`src/rtl/cpu_pkg.sv`:
```
// ----------------------------------------------------------------------------
// cpu_pkg
// Shared types and default constants for the fetch sequencer.
//   state_t : fetch FSM states (BOOT, RUN, WAIT)
//   src_t   : source selector for the next PC value
//   DEF_*   : default width and vector constants used as parameter defaults
// ----------------------------------------------------------------------------
package cpu_pkg;

    typedef enum logic [1:0] {
        BOOT = 2'd0,
        RUN  = 2'd1,
        WAIT = 2'd2
    } state_t;

    typedef enum logic [1:0] {
        SRC_SEQ   = 2'd0,
        SRC_REDIR = 2'd1,
        SRC_EXC   = 2'd2
    } src_t;

    localparam int          DEF_WIDTH        = 32;
    localparam logic [31:0] DEF_RESET_VECTOR = 32'h0000_0000;
    localparam logic [31:0] DEF_EXC_VECTOR   = 32'h0000_0080;
    localparam int          DEF_PC_STEP      = 4;

endpackage

```
`src/rtl/pc_next_mux.sv`:
```
// ----------------------------------------------------------------------------
// pc_next_mux
// Combinational select of the next PC from a source code.
//   src      in  : SRC_SEQ / SRC_REDIR / SRC_EXC
//   pc_q     in  : current PC
//   target   in  : raw redirect target (low two bits are cleared here)
//   pc_next  out : selected next PC
// Sequential increment wraps modulo 2^WIDTH.
// ----------------------------------------------------------------------------
module pc_next_mux
    import cpu_pkg::*;
#(
    parameter int               WIDTH      = DEF_WIDTH,
    parameter logic [WIDTH-1:0] EXC_VECTOR = WIDTH'(DEF_EXC_VECTOR),
    parameter int               PC_STEP    = DEF_PC_STEP
) (
    input  src_t             src,
    input  logic [WIDTH-1:0] pc_q,
    input  logic [WIDTH-1:0] target,
    output logic [WIDTH-1:0] pc_next
);

    localparam logic [WIDTH-1:0] STEP_W     = WIDTH'(PC_STEP);
    localparam logic [WIDTH-1:0] ALIGN_MASK = ~(WIDTH'(2'b11));

    // Select next PC; redirect targets are forced word-aligned.
    always_comb begin
        pc_next = pc_q + STEP_W;
        case (src)
            SRC_SEQ:   pc_next = pc_q + STEP_W;
            SRC_REDIR: pc_next = target & ALIGN_MASK;
            SRC_EXC:   pc_next = EXC_VECTOR;
            default:   pc_next = pc_q + STEP_W;
        endcase
    end

endmodule

```
`src/rtl/pc_sequencer.sv`:
```
// ----------------------------------------------------------------------------
// pc_sequencer
// Fetch controller: drives the PC register (pc_en/pc_next), runs the
// instruction memory req/ack handshake and hands each fetched word, tagged
// with its PC, to decode.
//
// Ports
//   clk, reset                     : clock, synchronous active-high reset
//   stall                          : hold; no new fetch starts while high
//   redirect_valid/redirect_target : one-cycle branch/jump pulse + target
//   exc_req                        : one-cycle exception pulse
//   pc_q                           : current PC (PC register q)
//   pc_en, pc_next                 : PC register enable / d
//   imem_req, imem_addr            : fetch request / address
//   imem_ack, imem_rdata           : fetch complete / fetched word
//   inst_valid, inst, inst_pc      : registered instruction to decode
//
// Build option
//   DELAY_SLOT_EN : when defined, a captured redirect arms on the first ack
//                   (that fetch completes sequentially) and the target is
//                   loaded on the second ack.
// ----------------------------------------------------------------------------
module pc_sequencer
    import cpu_pkg::*;
#(
    parameter int               WIDTH        = DEF_WIDTH,
    parameter logic [WIDTH-1:0] RESET_VECTOR = WIDTH'(DEF_RESET_VECTOR),
    parameter logic [WIDTH-1:0] EXC_VECTOR   = WIDTH'(DEF_EXC_VECTOR),
    parameter int               PC_STEP      = DEF_PC_STEP
) (
    input  logic             clk,
    input  logic             reset,
    input  logic             stall,
    input  logic             redirect_valid,
    input  logic [WIDTH-1:0] redirect_target,
    input  logic             exc_req,
    input  logic [WIDTH-1:0] pc_q,
    output logic             pc_en,
    output logic [WIDTH-1:0] pc_next,
    output logic             imem_req,
    output logic [WIDTH-1:0] imem_addr,
    input  logic             imem_ack,
    input  logic [WIDTH-1:0] imem_rdata,
    output logic             inst_valid,
    output logic [WIDTH-1:0] inst,
    output logic [WIDTH-1:0] inst_pc
);

    state_t           state_r;
    logic             exc_pend_r;
    logic             redir_pend_r;
    logic [WIDTH-1:0] redir_tgt_r;
    logic             inst_valid_r;
    logic [WIDTH-1:0] inst_r;
    logic [WIDTH-1:0] inst_pc_r;
`ifdef DELAY_SLOT_EN
    logic             armed_r;
    logic             armed_s;
`endif

    logic             exc_s;
    logic             redir_any_s;
    logic [WIDTH-1:0] tgt_s;
    logic             ack_s;
    logic             take_exc_s;
    src_t             ack_src_s;
    src_t             src_s;
    logic             boot_s;
    logic [WIDTH-1:0] mux_pc_s;
    logic             exc_pend_s;
    logic             redir_pend_s;
    logic [WIDTH-1:0] redir_tgt_s;

    // A same-cycle pulse counts as pending; a same-cycle redirect is newer.
    assign exc_s       = exc_pend_r | exc_req;
    assign redir_any_s = redir_pend_r | redirect_valid;
    assign tgt_s       = redirect_valid ? redirect_target : redir_tgt_r;
    assign ack_s       = (state_r == WAIT) && imem_ack;
    assign take_exc_s  = exc_s && ((state_r == RUN) || ack_s);

    // Priority of the PC source on an ack cycle.
    always_comb begin
        ack_src_s = SRC_SEQ;
        if (exc_s) begin
            ack_src_s = SRC_EXC;
`ifdef DELAY_SLOT_EN
        end else if (armed_r) begin
`else
        end else if (redir_any_s) begin
`endif
            ack_src_s = SRC_REDIR;
        end else begin
            ack_src_s = SRC_SEQ;
        end
    end

    // PC register and fetch handshake controls, decoded from the state.
    always_comb begin
        pc_en    = 1'b0;
        imem_req = 1'b0;
        src_s    = SRC_SEQ;
        boot_s   = 1'b0;
        if (reset) begin
            pc_en    = 1'b0;
            imem_req = 1'b0;
        end else begin
            case (state_r)
                BOOT: begin
                    pc_en  = 1'b1;
                    boot_s = 1'b1;
                end
                RUN: begin
                    if (exc_s) begin
                        pc_en = 1'b1;
                        src_s = SRC_EXC;
                    end else begin
                        pc_en = 1'b0;
                    end
                end
                WAIT: begin
                    imem_req = 1'b1;
                    if (imem_ack) begin
                        pc_en = 1'b1;
                        src_s = ack_src_s;
                    end else begin
                        pc_en = 1'b0;
                    end
                end
                default: begin
                    pc_en    = 1'b0;
                    imem_req = 1'b0;
                end
            endcase
        end
    end

    pc_next_mux #(
        .WIDTH      (WIDTH),
        .EXC_VECTOR (EXC_VECTOR),
        .PC_STEP    (PC_STEP)
    ) u_pc_next_mux (
        .src     (src_s),
        .pc_q    (pc_q),
        .target  (tgt_s),
        .pc_next (mux_pc_s)
    );

    assign pc_next   = boot_s ? RESET_VECTOR : mux_pc_s;
    assign imem_addr = pc_q;

    // Next values of the pending exception / redirect bookkeeping.
    always_comb begin
        exc_pend_s   = exc_pend_r;
        redir_pend_s = redir_pend_r;
        redir_tgt_s  = redir_tgt_r;
`ifdef DELAY_SLOT_EN
        armed_s      = armed_r;
`endif
        if (take_exc_s) begin
            // Taking an exception flushes everything, including a
            // redirect arriving in the same cycle.
            exc_pend_s   = 1'b0;
            redir_pend_s = 1'b0;
`ifdef DELAY_SLOT_EN
            armed_s      = 1'b0;
`endif
        end else if (ack_s) begin
            redir_pend_s = 1'b0;
`ifdef DELAY_SLOT_EN
            if (armed_r) begin
                armed_s = 1'b0;
            end else if (redir_any_s) begin
                armed_s     = 1'b1;
                redir_tgt_s = tgt_s;
            end else begin
                armed_s = 1'b0;
            end
`endif
        end else if (exc_req) begin
            exc_pend_s   = 1'b1;
            redir_pend_s = 1'b0;
`ifdef DELAY_SLOT_EN
            armed_s      = 1'b0;
`endif
        end else if (redirect_valid && !exc_pend_r) begin
            redir_tgt_s = redirect_target;
`ifdef DELAY_SLOT_EN
            // Once armed, a newer redirect only replaces the target.
            redir_pend_s = ~armed_r;
`else
            redir_pend_s = 1'b1;
`endif
        end else begin
            exc_pend_s = exc_pend_r;
        end
    end

    // Fetch FSM, pending flags and registered instruction outputs.
    always_ff @(posedge clk) begin
        if (reset) begin
            state_r      <= BOOT;
            exc_pend_r   <= 1'b0;
            redir_pend_r <= 1'b0;
            redir_tgt_r  <= '0;
`ifdef DELAY_SLOT_EN
            armed_r      <= 1'b0;
`endif
            inst_valid_r <= 1'b0;
            inst_r       <= '0;
            inst_pc_r    <= '0;
        end else begin
            exc_pend_r   <= exc_pend_s;
            redir_pend_r <= redir_pend_s;
            redir_tgt_r  <= redir_tgt_s;
`ifdef DELAY_SLOT_EN
            armed_r      <= armed_s;
`endif
            inst_valid_r <= 1'b0;
            case (state_r)
                BOOT: state_r <= RUN;
                RUN: begin
                    if (!take_exc_s && !stall) begin
                        state_r <= WAIT;
                    end else begin
                        state_r <= RUN;
                    end
                end
                WAIT: begin
                    if (imem_ack) begin
                        state_r <= RUN;
                        // A word fetched alongside an exception is dropped.
                        if (!exc_s) begin
                            inst_valid_r <= 1'b1;
                            inst_r       <= imem_rdata;
                            inst_pc_r    <= pc_q;
                        end
                    end
                end
                default: state_r <= BOOT;
            endcase
        end
    end

    assign inst_valid = inst_valid_r;
    assign inst       = inst_r;
    assign inst_pc    = inst_pc_r;

endmodule

```
`config.mk`:
```
export PLATFORM = sky130hd
export DESIGN_NAME = pc_sequencer
export DESIGN_NICKNAME = d
export VERILOG_FILES = /design/src/rtl/cpu_pkg.sv /design/src/rtl/pc_next_mux.sv /design/src/rtl/pc_sequencer.sv
export SDC_FILE = /design/constraint.sdc
export NUM_CORES = 1
export LEC_CHECK = 0
export CAP_MARGIN = 30
export CORE_ASPECT_RATIO = 1.75
export CORE_MARGIN = 2
export CORE_UTILIZATION = 46
export CTS_CLUSTER_SIZE = 16
export DETAILED_ROUTE_END_ITERATION = 6
export PLACE_DENSITY = 0.95
export SLEW_MARGIN = 20
export SYNTH_ARGS = -nofsm -noshare
export SYNTH_HDL_FRONTEND = slang
export SYNTH_SLANG_ARGS = --single-unit
```
`constraint.sdc`:
```
create_clock -name clk -period 9.85 [get_ports clk]
set_input_delay 1.97 -clock clk [delete_from_list [all_inputs] [get_ports clk]]
set_output_delay 1.97 -clock clk [all_outputs]
set_load 0.01 [all_outputs]
```
## Word-level counts from Yosys, hierarchy flattened

Cells that the tools add are included.

| storage, ports and cells | value |
|---|---|
| register bits | 101 |
| latch bits | 0 |
| memory bits (writable) | 0 |
| ROM bits | 0 |
| input bits | 102 |
| output and inout bits | 131 |
| memories kept | 0 |

| cells by class | value |
|---|---|
| $add $sub $neg | 1 |
| $mul | 0 |
| div/mod/pow operators | 0 |
| order comparisons | 0 |
| equal/unequal tests | 5 |
| shift-type cells | 0 |
| multiplexer cells | 21 |
| bitwise gates (word level) | 8 |
| reductions and logical operators | 15 |

Operator list:

| cell | count |
|---|---|
| 32-bit 2-to-1 mux | 2 |
| 32-bit case mux with 2 select lines | 1 |
| 32-bit by 3-bit adder with 32-bit output (second input constant) | 1 |
| 2-bit 2-to-1 mux | 6 |
| 1-bit 2-to-1 mux | 9 |
| 1-bit inverter | 6 |
| 2-bit case mux with 3 select lines | 1 |
| 2-bit by 1-bit equality test with 1-bit output (second input constant) | 2 |
| 2-bit equality test (second input constant) | 2 |
| 1-bit logical AND | 4 |
| 2-bit case mux with 2 select lines | 1 |
| 4-bit AND reduction | 1 |
| 4-bit OR reduction | 1 |
| 1-bit logical NOT | 3 |
| 1-bit case mux with 3 select lines | 1 |
| 3-bit AND reduction | 1 |
| 3-bit OR reduction | 1 |
| 2-bit logical NOT | 1 |
| 2-bit != test (second input constant) | 1 |
| 1-bit OR | 2 |
| 2-bit AND reduction | 1 |
| 2-bit OR reduction | 1 |
| 1-bit logical OR | 1 |

## Depth between registers and ports, before layout

| logic depth | value |
|---|---|
| word-level depth | 9 |
| depth in mapped cells | 12 |
| depth with buffers taken out | 10 |

## Hierarchy

Synthesis repeated with hierarchy kept, for this count alone.

| second synthesis, totals | value |
|---|---|
| cells, all modules | 713 |
| area, all modules | 5725.5 um^2 |

Modules (own cells, without submodules):

| module | instances | cells each | area an instance (um^2) | seq. area each (um^2) |
|---|---|---|---|---|
| pc_sequencer | 1 | 562 | 4784.6 | 2021.9 |
| pc_next_mux | 1 | 151 | 940.9 | 0.0 |

## Worst setup path before layout

Ideal clock, no wire load.

| timing path | value |
|---|---|
| kind | input -> output |
| start point | in redirect_valid |
| end point | out pc_next[25] |
| data arrival time | 4.432 ns |
| path slack | 3.448 ns |
| stages | 11 |
| path through | clkbuf_1 buf_2 nor2_1 or3_1 ha_1 clkbuf_1 clkinv_1 nor2_1 clkbuf_1 nand2_1 o211ai_1 |

| between the ends | value |
|---|---|
| word-level cells in the longest chain between the ends | 9 |
| elaborated cells on any way between the ends | 11 |
| those cells by class | eq/ne: 2; mux: 8; bitwise: 1 |

RTL lines:

| item | RTL line | RTL |
|---|---|---|
| start, declared | pc_sequencer.sv:34 | `input logic redirect_valid,` |
| 1-bit OR | pc_sequencer.sv:76 | `assign redir_any_s = redir_pend_r \| redirect_valid;` |
| 1-bit 2-to-1 mux | pc_sequencer.sv:89 | `end else if (redir_any_s) begin` |
| 2-bit 2-to-1 mux | pc_sequencer.sv:84 | `if (exc_s) begin` |
| 2-bit 2-to-1 mux | pc_sequencer.sv:122 | `if (imem_ack) begin` |
| 2-bit case mux with 2 select lines | pc_sequencer.sv:107 | `case (state_r)` |
| 2-bit 2-to-1 mux | pc_sequencer.sv:103 | `if (reset) begin` |
| 2-bit equality test / 2-bit by 1-bit equality test with 1-bit output (equally long branches) | pc_next_mux.sv:29 | `case (src)` |
| 32-bit case mux with 2 select lines * | pc_next_mux.sv:29 |  |
| 32-bit 2-to-1 mux * | pc_sequencer.sv:148 | `assign pc_next = boot_s ? RESET_VECTOR : mux_pc_s;` |
| end, declared | pc_sequencer.sv:39 | `output logic [WIDTH-1:0] pc_next,` |

Mark *: on every way between the ends. The rest lies on a longest branch, timed or not.

## Worst setup path in the final report

| timing path | value |
|---|---|
| start point | in exc_req |
| end point | out pc_next[19] |

| between the ends | value |
|---|---|
| word-level cells in the longest chain between the ends | 8 |
| elaborated cells on any way between the ends | 10 |
| those cells by class | eq/ne: 2; mux: 7; bitwise: 1 |

RTL lines:

| item | RTL line | RTL |
|---|---|---|
| start, declared | pc_sequencer.sv:36 | `input logic exc_req,` |
| 1-bit OR * | pc_sequencer.sv:75 | `assign exc_s = exc_pend_r \| exc_req;` |
| 2-bit 2-to-1 mux | pc_sequencer.sv:84 |  |
| 2-bit 2-to-1 mux | pc_sequencer.sv:122 |  |
| 2-bit case mux with 2 select lines * | pc_sequencer.sv:107 |  |
| 2-bit 2-to-1 mux * | pc_sequencer.sv:103 |  |
| 2-bit equality test / 2-bit by 1-bit equality test with 1-bit output (equally long branches) | pc_next_mux.sv:29 |  |
| 32-bit case mux with 2 select lines * | pc_next_mux.sv:29 |  |
| 32-bit 2-to-1 mux * | pc_sequencer.sv:148 |  |

Marked as above.

==> metrics.md <==
| Metric | Value |
|---|---|
| Syn Std Cell Area | 5290 µm² |
| Antenna cells | 0 |
| Cts repair resizes | 0 |
| Post-DRT Antenna Nets | 0 |
| Num CTS Buffers | 9 |
| Cell Chain, Critical Path | clkdlybuf4s50_1, nor2_1, nand3_2, or3_1, ha_1, buf_4, clkinv_1, nor2_1, o211ai_1, o211ai_1, clkdlybuf4s50_1 |
| Min-Delay Startpoint | redir_tgt_r[26] |
| Buf+Inv Stages, Crit Path | 4 |
| Slew of the pin with the lowest slew margin | 872 ps |
| Worst reg-to-reg path cell count | 7 |
| Final setup viols | 0 |
| Net Sw Frac | 27.3% |
| Synthesized flop and latch total | 99 |
| Synthesized area per cell | 7.34 µm² |
| Final WL | 17500 µm |
| Crit path arrival time | 6010 ps |
| Cell-internal power | 0.714 mW |
| Netlist cell types | 48 |
| CTS tree | built |
| Yosys top cell by area | dfxtp_1 |
| Cell count after synthesis | 721 |
| Period minus WS final | 7980 ps |
| IO Count | 233 |
| Clock network power share | 37.6% |
| Status | completed |
| Core Util, Final | 69.3% |
| Hold Crit Endpoint | redir_tgt_r[26] |
| Filler Cells Inserted | 894 |
| Synth Flop Type | dfxtp_1 |
| Hold Violations, Final | 0 |
| Vias/cell | 5.53 |
| Count of pins over their slew limit | 0 |
| Post-synth EDFFs | 0 |
| Port Buf Inserts | 230 |
| Rows | 51 |
| Leak | 2.71 nW |
| DR pass1 iterations | 7 |
| R2R Setup Slk | 7900 ps |
| Hold-fix buffers at CTS | 0 |
| Max Clk Rate | 125 MHz |
| Clock Skews | 8.40 ps |
| Die area | 12400 µm² |
| Worst setup path category | input port to output pin |
| Total of max-cap violations | 0 |
| Bufs on Longest Clock Path | 2 |
| Vias in the first global route | 5403 |
| Relative slew slack | 41.8% |
| FF-to-FF End | redir_tgt_r[15] |
| Max Fanout on Critical Path | 35 |
| Total number of yosys warnings | 0 |
| All-layer global routing usage | 27.1% |
| Die Height | 146 µm |
| Clock latency on the worst-skew pair | 350 ps |
| CP top delay family | buffers and inverters |
| Worst Path Required | 7880 ps |
| First-pass GRT wire length | 26900 µm |
| Die width | 85.1 µm |
| Worst path max stage delay | 730 ps |
| Sequential Power Share | 42.0% |
| Inst Count DP | 1011 |
| Worst Hold Depth | 2 |
| Postcts setup bufs | 0 |
| Count leader, synth | nand2_1 |
| Setup WS post-layout | 1870 ps |
| Via Count | 5677 |
| WL per Instance | 17.0 µm |
| Place WS | 1980 ps |
| CTS H-tree depth | 3 |
| # clock sinks | 99 |
| Multi-input logic area | 2830 µm² |
| Gr ovfl total | 0 |
| HPWL after detailed placement | 13000 µm |
| DR iter-0 viols | 367 |
| Share of layout cells above drive strength 1 | 5.36% |
| Layout Area Growth over Synthesis | 46.3% |
| Antenna violations before repair | 0 |
| Pin count of the biggest net entering global routing | 66 |
| GP Congestion | 0.847 |
| Yosys top cell area share | 37.5% |
| # DRC | 0 |
| Syn nets | 830 |
| Core box area | 11200 µm² |
| RSZ-0062 raised after global routing | no |
| Root Driver | clkbuf_16 |
| R2R Path Start | state_r[0] |
| Maximum vdd drop | 92.6 µV |
| Worst min-delay path category | flop to flop |
| Setup_tns | 0 ps |
| Comb power frac | 20.4% |
| Startpoint types | input port |
| Critical path origin | exc_req |
| Post-synth top cells | nand2_1 (213), a21oi_1 (112), dfxtp_1 (99) |
| Sw power | 0.269 mW |
| CTS clock-pin slew for the worst setup and hold paths | 70 ps |
| Worst setup EP type | output pin |
| Power Density | 127 nW/µm² |
| CP max stage cell | nor2_1 |
| Fin crit share | 81.0% |
| Async S/R FF share, synth | 0% |
| Seq/Total Area, Yosys | 37.5% |
| Fin cells | 1027 |
| Net count reported at finish | 999 |
| Starting Density | 47.4% |
| Storage element area | 1980 µm² |
| Area contributors post-synth | dfxtp_1 (37%), nand2_1 (15%), a21oi_1 (11%), buf_4 (4.5%), mux2i_1 (3.6%) |
[worst max-delay path by stage]
stage                     slack, ps  depth (start not counted)           to
final                          1870                         11  pc_next[19]
after global routing           1560                         11  pc_next[31]
after CTS                      1950                         11  pc_next[26]
after detailed placement       1980                         11  pc_next[26]
after global placement         2050                         11  pc_next[30]
after floorplan                3450                         11  pc_next[25]
[state kept, by name, summed over array words and instances (netlist names)]
register      flops
exc_pend_r        1
redir_pend_r      1
inst_pc          32
inst_valid        1
state_r           2
inst             32
redir_tgt_r      30
[power by group through the flow]
stage	clock [mW]	combinational, mW	sequential, mW
floorplan	0	0.0912	0.421
global placement	0	0.192	0.421
detailed placement	0	0.198	0.422
CTS	0.374	0.199	0.412
global route	0.387	0.213	0.414
finish	0.370	0.200	0.413
[cell usage in the layout (no fill, tap or decap), drive strengths merged, types with 12 or more instances in the layout]
master and count:
nor2 23, nand4 15, mux2 12, dfxtp 99
nor3 17, nand2 214, inv 15, a21oi 112
mux2i 19, clkdlybuf4s50 228
[final cells by class]
type	instances	share of cell area, %
clock buffers	9	2.91
clock inverters	7	1.15
inverters	15	0.727
multi-input cells	526	36.6
flip-flops and latches	99	25.6
well taps	132	2.13
repair buffers	239	30.9
[cell families after synthesis]
| kind of cell | synth area share (%) |
|---|---|
| AOI/OAI and AO/OA | 17.2 |
| and+or+nand+nor | 26.8 |
| DFF | 37.5 |
| muxes | 6.15 |
| xor gates and xnor gates | 1.49 |
| buffers and inverters | 9.22 |
| adders and majority gates | 1.66 |
[metal layers]
layer	vias up	GRT usage (%)	wire length (µm)
li1	2783	-	-
met1	2593	29.1	6320
met2	243	48.7	9300
met3	58	4.25	1020
met4	0	16.0	852
met5	-	0	0
[metrics by stage]
step | hold slack, ps | instance area, µm² | total power [mW]
2_1_floorplan | 434 | 5290 | 0.512
3_3_place_gp | 439 | 7380 | 0.614
3_5_place_dp | 445 | 7430 | 0.619
4_1_cts | 455 | 7740 | 0.986
5_1_grt | 470 | 7740 | 1.01
6_report | 453 | 7740 | 0.983
[worst min-delay path, stage by stage (launching register included)]
cell and delay, ps:
dfxtp_1 310, nand2_1 50, a21oi_1 50
No activity file was read; power rests on OpenSTA's default activity.
